==> config.mk <==
export PLATFORM = sky130hd
export DESIGN_NAME = phase_sequencer_flat
export DESIGN_NICKNAME = d
export VERILOG_FILES = /design/src/rtl/phase_sequencer_if.sv /design/src/rtl/phase_sequencer.sv /design/src/flat_wrapper.sv
export SDC_FILE = /design/constraint.sdc
export NUM_CORES = 1
export LEC_CHECK = 0
export CAP_MARGIN = 10
export CORE_AREA = 2 2 68 70
export CTS_CLUSTER_DIAMETER = 100
export CTS_CLUSTER_SIZE = 30
export DETAILED_ROUTE_END_ITERATION = 7
export DIE_AREA = 0 0 70 72
export HOLD_SLACK_MARGIN = 0.02
export PLACE_DENSITY = 0.86
export SETUP_SLACK_MARGIN = 0.05
export SYNTH_ARGS = -nofsm -noshare
export SYNTH_HDL_FRONTEND = slang
export SYNTH_SLANG_ARGS = --single-unit
==> constraint.sdc <==
create_clock -name clk -period 2.55 [get_ports clk]
set_clock_uncertainty 0.2 [all_clocks]
set_input_delay 0.6375 -clock clk [delete_from_list [all_inputs] [get_ports clk]]
set_output_delay 0.6375 -clock clk [all_outputs]
set_load 0.005 [all_outputs]
==> src/rtl/phase_sequencer_if.sv <==
// Phase sequencer bundle: control inputs, phase strobes, status and counters.
// master = sequencer side, slave = control/datapath side.
interface phase_sequencer_if #(
    parameter int NPHASE = 5,
    parameter int CNT_W  = 32
);
    localparam int IW = $clog2(NPHASE);

    logic              exec;
    logic              mode_step;
    logic              halt_req;
    logic              mem_busy;
    logic              bp_en;
    logic [15:0]       bp_addr;
    logic [15:0]       pc;
    logic [NPHASE-1:0] phase;
    logic [IW-1:0]     phase_idx;
    logic              running;
    logic              halted;
    logic              bp_hit;
    logic              instr_done;
    logic [CNT_W-1:0]  cycle_cnt;
    logic [CNT_W-1:0]  instr_cnt;

    modport master (
        input  exec, mode_step, halt_req, mem_busy,
        input  bp_en, bp_addr, pc,
        output phase, phase_idx, running, halted,
        output bp_hit, instr_done, cycle_cnt, instr_cnt
    );

    modport slave (
        output exec, mode_step, halt_req, mem_busy,
        output bp_en, bp_addr, pc,
        input  phase, phase_idx, running, halted,
        input  bp_hit, instr_done, cycle_cnt, instr_cnt
    );
endinterface

==> src/rtl/phase_sequencer.sv <==
// Multicycle one-hot phase sequencer: run/step/halt, mem stall, PC breakpoint.
// Define PERF_CNT_EN to build the cycle/instruction counters (else tied to 0).
module phase_sequencer #(
    parameter int NPHASE    = 5,
    parameter int MEM_PHASE = 3,
    parameter int CNT_W     = 32
) (
    input  logic               clk,
    input  logic               rst_n,
    phase_sequencer_if.master  bus
);
    localparam int IW = $clog2(NPHASE);
    localparam logic [IW-1:0] LAST = IW'(NPHASE - 1);
    localparam logic [IW-1:0] MEMP = IW'(MEM_PHASE);

    typedef enum logic [1:0] {IDLE, RUN, HALT} state_t;

    state_t            state_q, state_d;
    logic [IW-1:0]     idx_q, idx_d;
    logic [NPHASE-1:0] phase_q, phase_d;
    logic              bp_q, bp_d;
    logic              exempt_q, exempt_d;
    logic              done_q, done_d;
    logic              stall;

    assign stall = (idx_q == MEMP) && bus.mem_busy;

    // pc is expected to carry its post-update value at the last-phase edge
    always_comb begin
        state_d  = state_q;
        idx_d    = idx_q;
        bp_d     = bp_q;
        exempt_d = exempt_q;
        done_d   = 1'b0;
        unique case (state_q)
            IDLE: begin
                if (bus.exec) begin
                    state_d  = RUN;
                    idx_d    = '0;
                    bp_d     = 1'b0;
                    exempt_d = 1'b1;
                end
            end
            RUN: begin
                if (!stall) begin
                    if (idx_q == LAST) begin
                        done_d   = 1'b1;
                        exempt_d = 1'b0;
                        idx_d    = '0;
                        if (bus.halt_req) begin
                            state_d = HALT;
                        end else if (bus.mode_step) begin
                            state_d = IDLE;
                        end else if (bus.bp_en && !exempt_q &&
                                     bus.pc == bus.bp_addr) begin
                            state_d = IDLE;
                            bp_d    = 1'b1;
                        end
                    end else begin
                        idx_d = idx_q + IW'(1);
                    end
                end
            end
            HALT:    state_d = HALT;
            default: state_d = IDLE;
        endcase
        phase_d = (state_d == RUN) ? (NPHASE'(1) << idx_d) : '0;
    end

    always_ff @(posedge clk or negedge rst_n) begin
        if (!rst_n) begin
            state_q  <= IDLE;
            idx_q    <= '0;
            phase_q  <= '0;
            bp_q     <= 1'b0;
            exempt_q <= 1'b0;
            done_q   <= 1'b0;
        end else begin
            state_q  <= state_d;
            idx_q    <= idx_d;
            phase_q  <= phase_d;
            bp_q     <= bp_d;
            exempt_q <= exempt_d;
            done_q   <= done_d;
        end
    end

    assign bus.phase      = phase_q;
    assign bus.phase_idx  = idx_q;
    assign bus.running    = (state_q == RUN);
    assign bus.halted     = (state_q == HALT);
    assign bus.bp_hit     = bp_q;
    assign bus.instr_done = done_q;

`ifdef PERF_CNT_EN
    logic [CNT_W-1:0] cyc_q;
    logic [CNT_W-1:0] ins_q;

    always_ff @(posedge clk or negedge rst_n) begin
        if (!rst_n) begin
            cyc_q <= '0;
            ins_q <= '0;
        end else begin
            if (state_q == RUN) cyc_q <= cyc_q + CNT_W'(1);
            if (done_d)         ins_q <= ins_q + CNT_W'(1);
        end
    end

    assign bus.cycle_cnt = cyc_q;
    assign bus.instr_cnt = ins_q;
`else
    assign bus.cycle_cnt = {CNT_W{1'b0}};
    assign bus.instr_cnt = {CNT_W{1'b0}};
`endif
endmodule

==> src/flat_wrapper.sv <==
// flat-port wrapper written by rule: the top's interface ports become plain ports
module phase_sequencer_flat 
#(
    parameter int NPHASE    = 5,
    parameter int MEM_PHASE = 3,
    parameter int CNT_W     = 32
)
  (clk, rst_n, bus_exec, bus_mode_step, bus_halt_req, bus_mem_busy, bus_bp_en, bus_bp_addr, bus_pc, bus_phase, bus_phase_idx, bus_running, bus_halted, bus_bp_hit, bus_instr_done, bus_cycle_cnt, bus_instr_cnt);
  phase_sequencer_if #(.NPHASE(NPHASE), .CNT_W(CNT_W)) bus_i ();
  input  logic clk;
  input  logic rst_n;
  input wire logic [$bits(bus_i.exec)-1:0] bus_exec;
  input wire logic [$bits(bus_i.mode_step)-1:0] bus_mode_step;
  input wire logic [$bits(bus_i.halt_req)-1:0] bus_halt_req;
  input wire logic [$bits(bus_i.mem_busy)-1:0] bus_mem_busy;
  input wire logic [$bits(bus_i.bp_en)-1:0] bus_bp_en;
  input wire logic [$bits(bus_i.bp_addr)-1:0] bus_bp_addr;
  input wire logic [$bits(bus_i.pc)-1:0] bus_pc;
  output wire logic [$bits(bus_i.phase)-1:0] bus_phase;
  output wire logic [$bits(bus_i.phase_idx)-1:0] bus_phase_idx;
  output wire logic [$bits(bus_i.running)-1:0] bus_running;
  output wire logic [$bits(bus_i.halted)-1:0] bus_halted;
  output wire logic [$bits(bus_i.bp_hit)-1:0] bus_bp_hit;
  output wire logic [$bits(bus_i.instr_done)-1:0] bus_instr_done;
  output wire logic [$bits(bus_i.cycle_cnt)-1:0] bus_cycle_cnt;
  output wire logic [$bits(bus_i.instr_cnt)-1:0] bus_instr_cnt;
  assign bus_i.exec = bus_exec;
  assign bus_i.mode_step = bus_mode_step;
  assign bus_i.halt_req = bus_halt_req;
  assign bus_i.mem_busy = bus_mem_busy;
  assign bus_i.bp_en = bus_bp_en;
  assign bus_i.bp_addr = bus_bp_addr;
  assign bus_i.pc = bus_pc;
  assign bus_phase = bus_i.phase;
  assign bus_phase_idx = bus_i.phase_idx;
  assign bus_running = bus_i.running;
  assign bus_halted = bus_i.halted;
  assign bus_bp_hit = bus_i.bp_hit;
  assign bus_instr_done = bus_i.instr_done;
  assign bus_cycle_cnt = bus_i.cycle_cnt;
  assign bus_instr_cnt = bus_i.instr_cnt;
  phase_sequencer #(.NPHASE(NPHASE), .MEM_PHASE(MEM_PHASE), .CNT_W(CNT_W)) u_core (.clk(clk), .rst_n(rst_n), .bus(bus_i));
endmodule
==> parameters.txt <==
Parameter                              Value

Power
  Clk network pwr share    0.144
  Areal power density over the cells    755 mW/mm^2
  Share of total power consumed by net switching    0.397
  Part of the total power dissipated in combinational logic    0.606
  Part of the total power dissipated in sequential elements    0.250
  Internal Power    roughly 0.0008 W
  Leakage component of the power    about 0.83 nW
  Power dissipated by switching net loads    0.000514 W
  Peak ir drop on the vdd network    around 0.00028 V

Clock tree
  Number of H-tree branching levels    1
  CTS tree    built
  Cts-stage hold buffer count    0
  Clock slew seen by the registers of the worst setup and hold paths    roughly 60 ps
  Num Clock Sinks    13
  Number of buffers inserted by post-CTS setup repair    0
  Latest clock arrival within the worst-skew pair    ~240 ps
  Cell at the root of the clock tree    sky130_fd_sc_hd__clkbuf_8
  Post-cts sizing count    0
  Clock buffer depth    2
  Number of clock buffers inserted by TritonCTS    3

Logic synthesis
  Synth warnings    0
  Cell count after synthesis    153
  Most frequently used flop master after synthesis    sky130_fd_sc_hd__dfrtp_1
  Portion of the post-synthesis area used by sequential elements    0.244
  Library cells used by synthesis    34
  Top cells by area, synth    sky130_fd_sc_hd__buf_4 36%, sky130_fd_sc_hd__dfrtp_1 24%, sky130_fd_sc_hd__xor2_1 9.9%, sky130_fd_sc_hd__ha_1 2.8%, sky130_fd_sc_hd__nor2_1 2.8%
  Share of the synthesized area in the top cell type    0.361
  Total standard cell area after synthesis    approximately 0.0013 mm^2
  Async set-or-reset flop fraction in the synthesized netlist    1.00
  Number of flops mapped to enable cells by yosys    0
  Cell type with the largest total area after synthesis    sky130_fd_sc_hd__buf_4
  Mean cell area of the mapped netlist    8.70 um^2
  Flip-flop and latch count after synthesis    13

Timing
  Unrepaired setup endpoints after global routing    no
  Slew Limit Headroom    0.611
  Setup TNS    0 ps
  Hold_ws    ~310 ps
  Post-route clock period utilization    0.918
  Endpoints failing hold    0
  Pin slew with the least headroom to its limit    about 580 ps
  Number of setup violations in the final report    0
  Final Max Slew Viols    0
  Final critical delay including setup and external delays    2340 ps
  Fmax    around 430 MHz

Cells and area
  Antenna Diode Count    0
  Final layout net count    251
  Leading cell type in the layout, fill and taps excluded    sky130_fd_sc_hd__conb_1
  Share of final-layout standard cells stronger than drive strength 1    0.0817
  Highest-count cells in the layout ignoring fill and taps    64 x sky130_fd_sc_hd__conb_1, 50 x sky130_fd_sc_hd__clkdlybuf4s50_1, 15 x sky130_fd_sc_hd__xor2_1
  Layout overhead on the synthesized area    28.7%

Global route
  Antenna violations before repair    0
  Global Route Usage Sum    0.0996
  Congestion Overflow GR    0
  Pin count of the biggest net entering global routing    14
  Global-route wire length before repair    approximately 4000 um
  Vias in the first global route    about 940

Detailed routing
  DRT iter0 DRCs    30
  ANT nets after route    0
  Pre-Repair DR Iteration Count    4
  Routed wire length    roughly 2600 um
  Overall via count from detail_route    about 1000
  Routed WL per cell    a little over 10 um
  Average vias per placed instance    3.86
  Number of remaining DRC errors    0

Critical path
  Crit path buffers/inverters    2
  Required arrival time at the worst endpoint    approximately 1700 ps
  Startpoint class of the critical path    flop
  Cell breakdown of the critical path    nand2b_2 > inv_2 > clkdlybuf4s50_1
  Largest incremental delay on the critical path    around 510 ps
  Arrival time at the worst endpoint    1500 ps
  Kind of cell adding the most delay to the critical path    buffers and inverters
  Worst Path Max Fanout    6
  Setup CP Type    reg2out
  Cell with the biggest individual delay on the critical path    sky130_fd_sc_hd__clkdlybuf4s50_1
  Sort of element at the end of the critical path    output port

Floorplanning
  Height of the die    72 um
  Count of boundary I/O pins    roughly 120
  Standard-cell row count    24
  Area of the die    between 0.005 and 0.006 mm^2
  Floorplan die width    around 70 um
  Core area    0.00426 mm^2
  Initial core utilization    0.312

Placed design
  Hpwl dp    about 2300 um
  Port-buffer cells    50
  Gp weighted congestion    around 0.95

Outcome
  Result of the run    finished, final reports clean

Min path
  Kind of path behind the tightest hold check    reg2reg

Run
  Max-Cap Viols    0
==> synthesized netlist by cell type (2+ instances only) <==
| library cell | count |
|---|---|
| sky130_fd_sc_hd__inv_1 | 5 |
| sky130_fd_sc_hd__o21ai_0 | 2 |
| sky130_fd_sc_hd__nor3_1 | 2 |
| sky130_fd_sc_hd__ha_1 | 3 |
| sky130_fd_sc_hd__buf_4 | 64 |
| sky130_fd_sc_hd__nand2_1 | 6 |
| sky130_fd_sc_hd__nor2_1 | 10 |
| sky130_fd_sc_hd__a21o_1 | 2 |
| sky130_fd_sc_hd__dfrtp_1 | 13 |
| sky130_fd_sc_hd__nor3_2 | 2 |
| sky130_fd_sc_hd__nor4_1 | 3 |
| sky130_fd_sc_hd__and3_1 | 2 |
| sky130_fd_sc_hd__xor2_1 | 15 |
| sky130_fd_sc_hd__nand3_1 | 4 |
==> flip-flops by register name, indices dropped and copies added, names as in the netlist <==
signal / count
u_core.bus.phase: 5
u_core.bus.phase_idx: 3
u_core.state_q: 2
u_core.bus.bp_hit: 1
u_core.bus.instr_done: 1
u_core.exempt_q: 1
==> power groups by stage <==
| stage | Clock, W | Combinational (W) | Sequential, W |
|---|---|---|---|
| finish | 0.000186 | 0.000784 | 0.000323 |
| global route | 0.000198 | 0.000864 | 0.000333 |
| CTS | 0.000190 | 0.000787 | 0.000324 |
| detailed placement | 0 | 0.000783 | 0.000328 |
| global placement | 0 | 0.000743 | 0.000324 |
| floorplan | 0 | 0.000522 | 0.000334 |
==> through the flow <==
stage          power (W)  std cells   util  cell area (um^2)  setup slack (ps)
3_5_place_dp     0.00111        256  0.391              1670             -2.41
5_1_grt          0.00140        260  0.402              1710               136
6_report         0.00129        260  0.402              1710               209
3_3_place_gp     0.00107        256  0.391              1670              51.4
4_1_cts          0.00130        260  0.402              1710               201
2_1_floorplan   0.000857        216      -              1570               513
==> final cells by class <==
class,instances,area [um^2]
fill,432,2550
tap,52,65.1
inverter,6,22.5
timing repair buffer,52,515
multi-input combinational,133,739
sequential,13,325
clock buffer,4,45.0
==> per-layer routing <==
layer,GRT usage,share of wire
met5,0,0
met4,0.0256,0.0030
met3,0.0222,0.11
met2,0.204,0.57
met1,0.101,0.32
==> worst paths after layout <==
path | start | endpoint | slack (ps) | cells past startpoint
max in group asynchronous | rst_n | u_core.bus.bp_hit | 1210 | 1
worst min register to register | u_core.bus.bp_hit | u_core.bus.bp_hit | 310 | 1
worst max register to register | u_core.bus.phase_idx[1] | u_core.bus.phase[4] | 340 | 7
worst min-delay path | u_core.bus.bp_hit | u_core.bus.bp_hit | 310 | 1
worst max-delay path | u_core.state_q[1] | bus_running | 210 | 3
min in group asynchronous | rst_n | u_core.bus.phase[0] | 570 | 1
==> cells by family after synthesis <==
group / synth area share
adder cells (fa/ha/maj): 0.0282
other: 0.00282
AO/OA/AOI/OAI: 0.0902
AND/OR/NAND/NOR: 0.151
buffers and inverters: 0.378
XOR/XNOR: 0.105
flip-flops: 0.244
Note: power is estimated with default switching activity, not from simulation.
